### config.mk
export PLATFORM = sky130hd
export DESIGN_NAME = cpu_attack_sequencer
export DESIGN_NICKNAME = d
export VERILOG_FILES = /design/src/rtl/cpu_attack_sequencer_pkg.sv /design/src/rtl/cpu_attack_sequencer_phase_timer.sv /design/src/rtl/cpu_attack_sequencer.sv
export SDC_FILE = /design/constraint.sdc
export NUM_CORES = 1
export LEC_CHECK = 0
export CAP_MARGIN = 20
export CORE_MARGIN = 5
export CORE_UTILIZATION = 45
export CTS_CLUSTER_SIZE = 40
export DETAILED_ROUTE_END_ITERATION = 8
export PLACE_DENSITY = 0.71
export SLEW_MARGIN = 0
export SYNTH_ARGS = -nofsm -noshare
export SYNTH_HDL_FRONTEND = slang
export SYNTH_HIERARCHICAL = 1
export SYNTH_SLANG_ARGS = --single-unit
### constraint.sdc
create_clock -name i_clk -period 6.6 [get_ports i_clk]
set_input_delay 1.32 -clock i_clk [delete_from_list [all_inputs] [get_ports i_clk]]
set_output_delay 1.32 -clock i_clk [all_outputs]
set_load 0.005 [all_outputs]
### src/rtl/cpu_attack_sequencer_pkg.sv
// Shared encodings for the CPU attack sequencer: attack types, phase codes,
// the duration table and the (phase, type) -> duration lookup.
package cpu_pkg;

  // Attack types as produced by the random generator; 2'b11 is treated as STANDBY.
  typedef enum logic [1:0] {
    ATK_STANDBY = 2'b00,
    ATK_LIGHT   = 2'b01,
    ATK_HEAVY   = 2'b10
  } atk_e;

  // Phase codes, also driven out on o_phase.
  typedef enum logic [2:0] {
    PH_IDLE    = 3'd0,
    PH_DECIDE  = 3'd1,
    PH_WINDUP  = 3'd2,
    PH_ACTIVE  = 3'd3,
    PH_RECOVER = 3'd4
  } phase_e;

  // Phase durations in game ticks; the top fills this from its parameters.
  typedef struct packed {
    logic [15:0] idle;
    logic [15:0] light_windup;
    logic [15:0] heavy_windup;
    logic [15:0] light_active;
    logic [15:0] heavy_active;
    logic [15:0] light_recover;
    logic [15:0] heavy_recover;
  } dur_cfg_t;

  // Duration of a timed phase for the given attack type. DECIDE is untimed
  // and falls into the IDLE entry, which is never used for it.
  function automatic logic [15:0] phase_dur(input phase_e ph, input logic [1:0] typ,
                                            input dur_cfg_t cfg);
    logic heavy;
    heavy = (typ == ATK_HEAVY);
    case (ph)
      PH_WINDUP:  return heavy ? cfg.heavy_windup  : cfg.light_windup;
      PH_ACTIVE:  return heavy ? cfg.heavy_active  : cfg.light_active;
      PH_RECOVER: return heavy ? cfg.heavy_recover : cfg.light_recover;
      default:    return cfg.idle;
    endcase
  endfunction

endpackage

### src/rtl/cpu_attack_sequencer_phase_timer.sv
// Phase down-counter: loads a duration, decrements on game ticks and flags
// expiry on the tick where the count is 1. It never goes below 1.
module phase_timer #(
  parameter int              CNT_W   = 4,
  parameter logic [CNT_W-1:0] RST_VAL = 1
) (
  input  logic             i_clk,
  input  logic             i_reset,
  input  logic             i_load,
  input  logic [CNT_W-1:0] i_load_val,
  input  logic             i_tick,
  output logic             o_expire
);

  logic [CNT_W-1:0] cnt_q;
  logic [CNT_W-1:0] cnt_d;

  // Next count: a load wins over the decrement; the count holds at 1.
  always_comb begin
    cnt_d = cnt_q;
    if (i_load) begin
      cnt_d = i_load_val;
    end else if (i_tick && (cnt_q > CNT_W'(1))) begin
      cnt_d = cnt_q - CNT_W'(1);
    end
  end

  // Count register.
  always_ff @(posedge i_clk) begin
    if (i_reset) cnt_q <= RST_VAL;
    else         cnt_q <= cnt_d;
  end

  assign o_expire = i_tick && (cnt_q == CNT_W'(1));

endmodule

### src/rtl/cpu_attack_sequencer.sv
// CPU attack sequencer: IDLE -> DECIDE -> WINDUP -> ACTIVE -> RECOVER, timed
// in game ticks, offering one strike per attack to the combat resolver.
// Optional macro CPU_STRIKE_STATS_EN adds o_strike_cnt, a saturating count of
// accepted strikes cleared only by i_reset.
//
// Strike handshake: o_strike_valid rises on entry to ACTIVE and holds with a
// stable o_strike_type until the cycle where o_strike_valid & i_strike_ready,
// which is the single transfer; valid then stays low for the rest of ACTIVE.
// If ACTIVE expires first, valid falls on leaving ACTIVE and the strike is lost.
module cpu_attack_sequencer
  import cpu_pkg::*;
#(
  parameter int CNT_W         = 4,
  parameter int IDLE_TICKS    = 4,
  parameter int LIGHT_WINDUP  = 2,
  parameter int HEAVY_WINDUP  = 6,
  parameter int LIGHT_ACTIVE  = 1,
  parameter int HEAVY_ACTIVE  = 2,
  parameter int LIGHT_RECOVER = 3,
  parameter int HEAVY_RECOVER = 8
) (
  input  logic       i_clk,
  input  logic       i_reset,
  input  logic       i_enable,
  input  logic       i_tick,
  input  logic [1:0] i_cpu_type,
  input  logic       i_interrupt,
  input  logic       i_strike_ready,
  output logic [2:0] o_phase,
  output logic [1:0] o_attack_type,
  output logic       o_windup,
  output logic       o_strike_valid,
  output logic [1:0] o_strike_type
`ifdef CPU_STRIKE_STATS_EN
  ,
  output logic [7:0] o_strike_cnt
`endif
);

  localparam dur_cfg_t DUR = '{
    idle:          16'(IDLE_TICKS),
    light_windup:  16'(LIGHT_WINDUP),
    heavy_windup:  16'(HEAVY_WINDUP),
    light_active:  16'(LIGHT_ACTIVE),
    heavy_active:  16'(HEAVY_ACTIVE),
    light_recover: 16'(LIGHT_RECOVER),
    heavy_recover: 16'(HEAVY_RECOVER)
  };

  phase_e     phase_q, phase_d;
  logic [1:0] type_q, type_d;
  logic       valid_q, valid_d;

  logic             load;
  phase_e           load_ph;
  logic [1:0]       load_type;
  logic [CNT_W-1:0] load_val;
  logic             tick_en;
  logic             expire;
  logic             handshake;

  assign handshake = valid_q && i_strike_ready;
  // DECIDE is a single clock and must not consume a tick.
  assign tick_en   = i_tick && (phase_q != PH_DECIDE);
  assign load_val  = CNT_W'(phase_dur(load_ph, load_type, DUR));

  phase_timer #(
    .CNT_W   (CNT_W),
    .RST_VAL (CNT_W'(IDLE_TICKS))
  ) u_timer (
    .i_clk      (i_clk),
    .i_reset    (i_reset),
    .i_load     (load),
    .i_load_val (load_val),
    .i_tick     (tick_en),
    .o_expire   (expire)
  );

  // Next phase, latched type, strike valid and timer load; the disable
  // override outranks interrupt, which outranks expiry.
  always_comb begin
    phase_d   = phase_q;
    type_d    = type_q;
    valid_d   = valid_q;
    load      = 1'b0;
    load_ph   = PH_IDLE;
    load_type = type_q;
    if (!i_enable) begin
      phase_d = PH_IDLE;
      type_d  = ATK_STANDBY;
      valid_d = 1'b0;
      load    = 1'b1;
    end else begin
      case (phase_q)
        PH_IDLE: begin
          if (expire) phase_d = PH_DECIDE;
        end
        PH_DECIDE: begin
          load = 1'b1;
          if ((i_cpu_type == ATK_LIGHT) || (i_cpu_type == ATK_HEAVY)) begin
            phase_d   = PH_WINDUP;
            type_d    = i_cpu_type;
            load_ph   = PH_WINDUP;
            load_type = i_cpu_type;
          end else begin
            phase_d = PH_IDLE;
            type_d  = ATK_STANDBY;
          end
        end
        PH_WINDUP: begin
          if (i_interrupt) begin
            phase_d = PH_RECOVER;
            load    = 1'b1;
            load_ph = PH_RECOVER;
          end else if (expire) begin
            phase_d = PH_ACTIVE;
            valid_d = 1'b1;
            load    = 1'b1;
            load_ph = PH_ACTIVE;
          end
        end
        PH_ACTIVE: begin
          if (handshake) valid_d = 1'b0;
          if (expire) begin
            phase_d = PH_RECOVER;
            valid_d = 1'b0;
            load    = 1'b1;
            load_ph = PH_RECOVER;
          end
        end
        PH_RECOVER: begin
          if (expire) begin
            phase_d = PH_IDLE;
            type_d  = ATK_STANDBY;
            load    = 1'b1;
          end
        end
        default: begin
          phase_d = PH_IDLE;
          type_d  = ATK_STANDBY;
          valid_d = 1'b0;
          load    = 1'b1;
        end
      endcase
    end
  end

  // Phase, latched type and strike-valid registers.
  always_ff @(posedge i_clk) begin
    if (i_reset) begin
      phase_q <= PH_IDLE;
      type_q  <= ATK_STANDBY;
      valid_q <= 1'b0;
    end else begin
      phase_q <= phase_d;
      type_q  <= type_d;
      valid_q <= valid_d;
    end
  end

  assign o_phase        = phase_q;
  assign o_attack_type  = ((phase_q == PH_WINDUP) || (phase_q == PH_ACTIVE) ||
                           (phase_q == PH_RECOVER)) ? type_q : ATK_STANDBY;
  assign o_windup       = (phase_q == PH_WINDUP);
  assign o_strike_valid = valid_q;
  assign o_strike_type  = o_attack_type;

`ifdef CPU_STRIKE_STATS_EN
  logic [7:0] strike_cnt_q, strike_cnt_d;

  // Saturating count of accepted strikes.
  always_comb begin
    strike_cnt_d = strike_cnt_q;
    if (handshake && (strike_cnt_q != 8'hff)) strike_cnt_d = strike_cnt_q + 8'd1;
  end

  // Strike counter register; survives i_enable going low.
  always_ff @(posedge i_clk) begin
    if (i_reset) strike_cnt_q <= 8'd0;
    else         strike_cnt_q <= strike_cnt_d;
  end

  assign o_strike_cnt = strike_cnt_q;
`endif

endmodule

==> impl_metrics.json <==
{
  "status": "finished, final reports clean",
  "synth_cells": 107,
  "syn_area_per_cell_um2": 8.279,
  "fin_tns_setup_ps": 0,
  "grt_use_total": 0.1480,
  "max_stage_delay_ps": 730,
  "path_delay_family": "simple AND/OR/NAND/NOR gates",
  "clockBufferDepth": 2,
  "irDropWorstVdd_uv": 106.9,
  "yosys-top-cells-area": "dfxtp_1, ha_1, nor3_1",
  "cts_resized": 0,
  "drive_gt1_frac": 0.1176,
  "cts.reportedPaths.clkPinSlew_ps": 60,
  "numPortBuffers": 16,
  "worst_pin_slew_ps": 952.3,
  "hold_viol_final": 0,
  "cp_common_cell": "nor3_1",
  "finalSetupViolations": 0,
  "dp_hpwl_mm": 1.450,
  "hp-class": "reg2reg",
  "die_y_um": 54.37,
  "cts.sinks": 10,
  "power_frac_comb": 0.166,
  "routed_wl_mm": 1.893,
  "yosys_warnings": 6,
  "fin_skew_ps": 1.412,
  "ys_types": 43,
  "antenna_found_initial": 0,
  "timing.fmax_ghz": 0.2490,
  "areaGrowthSynthToFinish_pct": 18.64,
  "cts_htree_levels": 1,
  "syn-num-nets": 119,
  "crit_chain": "clkdlybuf4s50_1 -> o21a_1 -> nand2_1 -> nor3_1 -> and2b_1 -> nor2b_1 -> o31ai_1 -> buf_2 -> nor3_1 -> o311ai_0 -> o221ai_1",
  "drt-wirelength-per-cell_um": 12.97,
  "seqPwrFrac": 0.505,
  "powerDensity_nw_per_um2": 120.6,
  "die_area_um2": 2956,
  "dpl_worst_slack_ps": 1983,
  "rsz0062_at_grt": "false",
  "core-area_um2": 1922,
  "grt_max_degree": 20,
  "grt_overflow": 0,
  "drt_pass1_iterations": 4,
  "timing.final.ws_setup_ps": 2584,
  "critPathKind": "in2reg",
  "synth-seq-cells": 10,
  "post_cts_buffers": 0,
  "post_dp_cell_area_um2": 1023,
  "intPower_mw": 0.09341,
  "drt-initial-drc-count": 19,
  "cts_buffers": 3,
  "synth_seq_area_share": 0.2260,
  "critPathArrivalTime_ps": 4150,
  "gp_congestion": 0.8009,
  "synth.top_cells.by_count": "dfxtp_1, nand2_1, nor2_1, nor3_1",
  "cp-start-kind": "primary input",
  "clockPowerShare": 0.329,
  "end_kind": "flip-flop",
  "num-fill-cells": 203,
  "yosysMostFrequentCell": "dfxtp_1",
  "fin_area_um2": 1051,
  "leakagePower_nw": 0.3439,
  "slew_headroom": 0.3602,
  "fin_crit_ps": 4016,
  "cp.buffers_inverters": 2,
  "slowest_stage": "nor3_1",
  "nNetsFinal": 133,
  "grt_pass1_wl_mm": 3.208,
  "die_x_um": 54.37,
  "drv_slew": 0,
  "grt_pass1_vias": 726,
  "via_count": 830,
  "cts-root-buf": "clkbuf_4",
  "yosys.area.top_type_share": 0.2260,
  "io-pin-count": 17,
  "drc": 0,
  "initial_core_util": 0.4609,
  "synth_ff_type": "dfxtp_1",
  "switching_share": 0.2630,
  "clk_latency_ps": 260,
  "worstPathRequired_ps": 6730,
  "final_antenna_net_count": 0,
  "async_reset_ff_frac": 0,
  "drt-vias-per-instance": 5.685,
  "p_sw_mw": 0.03333,
  "ctsHoldBuffers": 0,
  "crit_fanout": 11,
  "fin_crit_sh": 0.6084,
  "synth-edff-count": 0,
  "cts_tree": "yes",
  "num_rows": 16,
  "antenna_cells": 0,
  "yosysTopAreaCell": "dfxtp_1",
  "cap_violations": 0,
  "synth_area_um2": 885.9
}
[layout make-up]
class,count,area (um^2),area share
Clock buffer,3,22.52,0.02143
Inverter,7,26.28,0.02500
Multi-Input combinational cell,82,603.1,0.5738
Sequential cell,10,200.2,0.1905
Tap cell,27,33.78,0.03214
Timing Repair Buffer,17,165.2,0.1571
[tightest hold or removal path, stage by stage, from the launching register on]
cell	delay [ps]
dfxtp_1	320
nand2_1	60
mux2i_1	50
[placed cells by master (no fill, tap or decap), types with 2 or more instances in the layout]
master,count
nand4b_1,2
nand2_1,7
nor3b_1,2
inv_2,2
or3_1,2
inv_1,5
mux2i_1,2
a211oi_2,2
nand2b_1,3
and3_1,2
nor2b_1,5
dfxtp_1,10
o211ai_1,3
clkdlybuf4s50_1,16
o21a_1,3
o311ai_0,2
nand3b_1,2
clkbuf_4,3
a21oi_1,5
and2b_1,2
a22o_1,2
nor3_1,7
ha_1,4
nor2_1,7
[cell families after synthesis]
kind of cell	synth area share
flip-flops	0.2260
adder cells (fa/ha/maj)	0.05650
multiplexers	0.03531
AND/OR/NAND/NOR	0.3347
AO/OA/AOI/OAI	0.2542
buffers and inverters	0.09322
[power groups by stage]
stage          Sequential, mW  Combinational (mW)  Clock (mW)
2_1_floorplan          0.0647              0.0126           0
3_3_place_gp           0.0653              0.0207           0
3_5_place_dp           0.0654              0.0207           0
4_1_cts                0.0640              0.0209      0.0434
5_1_grt                0.0642              0.0233      0.0457
6_report               0.0640              0.0211      0.0417
[final timing paths]
kind,from,end,slack [ps],depth (start not counted)
setup / recovery,i_tick,u_timer/cnt_q[1]$_SDFFE_PP0P_,2580,11
hold / removal,o_strike_valid$_SDFFE_PP0P_,o_strike_valid$_SDFFE_PP0P_,480,2
setup reg to reg,o_phase[2]$_SDFFE_PP0P_,u_timer/cnt_q[1]$_SDFFE_PP0P_,3170,11
hold reg to reg,o_strike_valid$_SDFFE_PP0P_,o_strike_valid$_SDFFE_PP0P_,480,2
[layer usage]
layer | vias to the layer above | global-route usage | wire length [um]
li1 | 419 | - | -
met1 | 392 | 0.1830 | 850
met4 | 0 | 0.06224 | 22
met3 | 4 | 0.03542 | 89
met2 | 15 | 0.2430 | 931
met5 | - | 0 | 0
[registers in the layout (all words and copies together), names as in the netlist]
register,cells
u_timer/cnt_q,4
type_q,2
o_phase,3
o_strike_valid,1
[per-stage QoR]
| step | util | cells | hold WS, ps | total power, mW |
|---|---|---|---|---|
| final | 0.5469 | 146 | 480.2 | 0.1267 |
| after floorplan | - | 107 | 448.8 | 0.07733 |
| after global placement | 0.5326 | 142 | 467.7 | 0.08603 |
| after global routing | 0.5469 | 146 | 499.0 | 0.1332 |
| after CTS | 0.5443 | 145 | 486.0 | 0.1283 |
| after detailed placement | 0.5326 | 142 | 476.8 | 0.08612 |
Power figures use the tool's default switching activity.
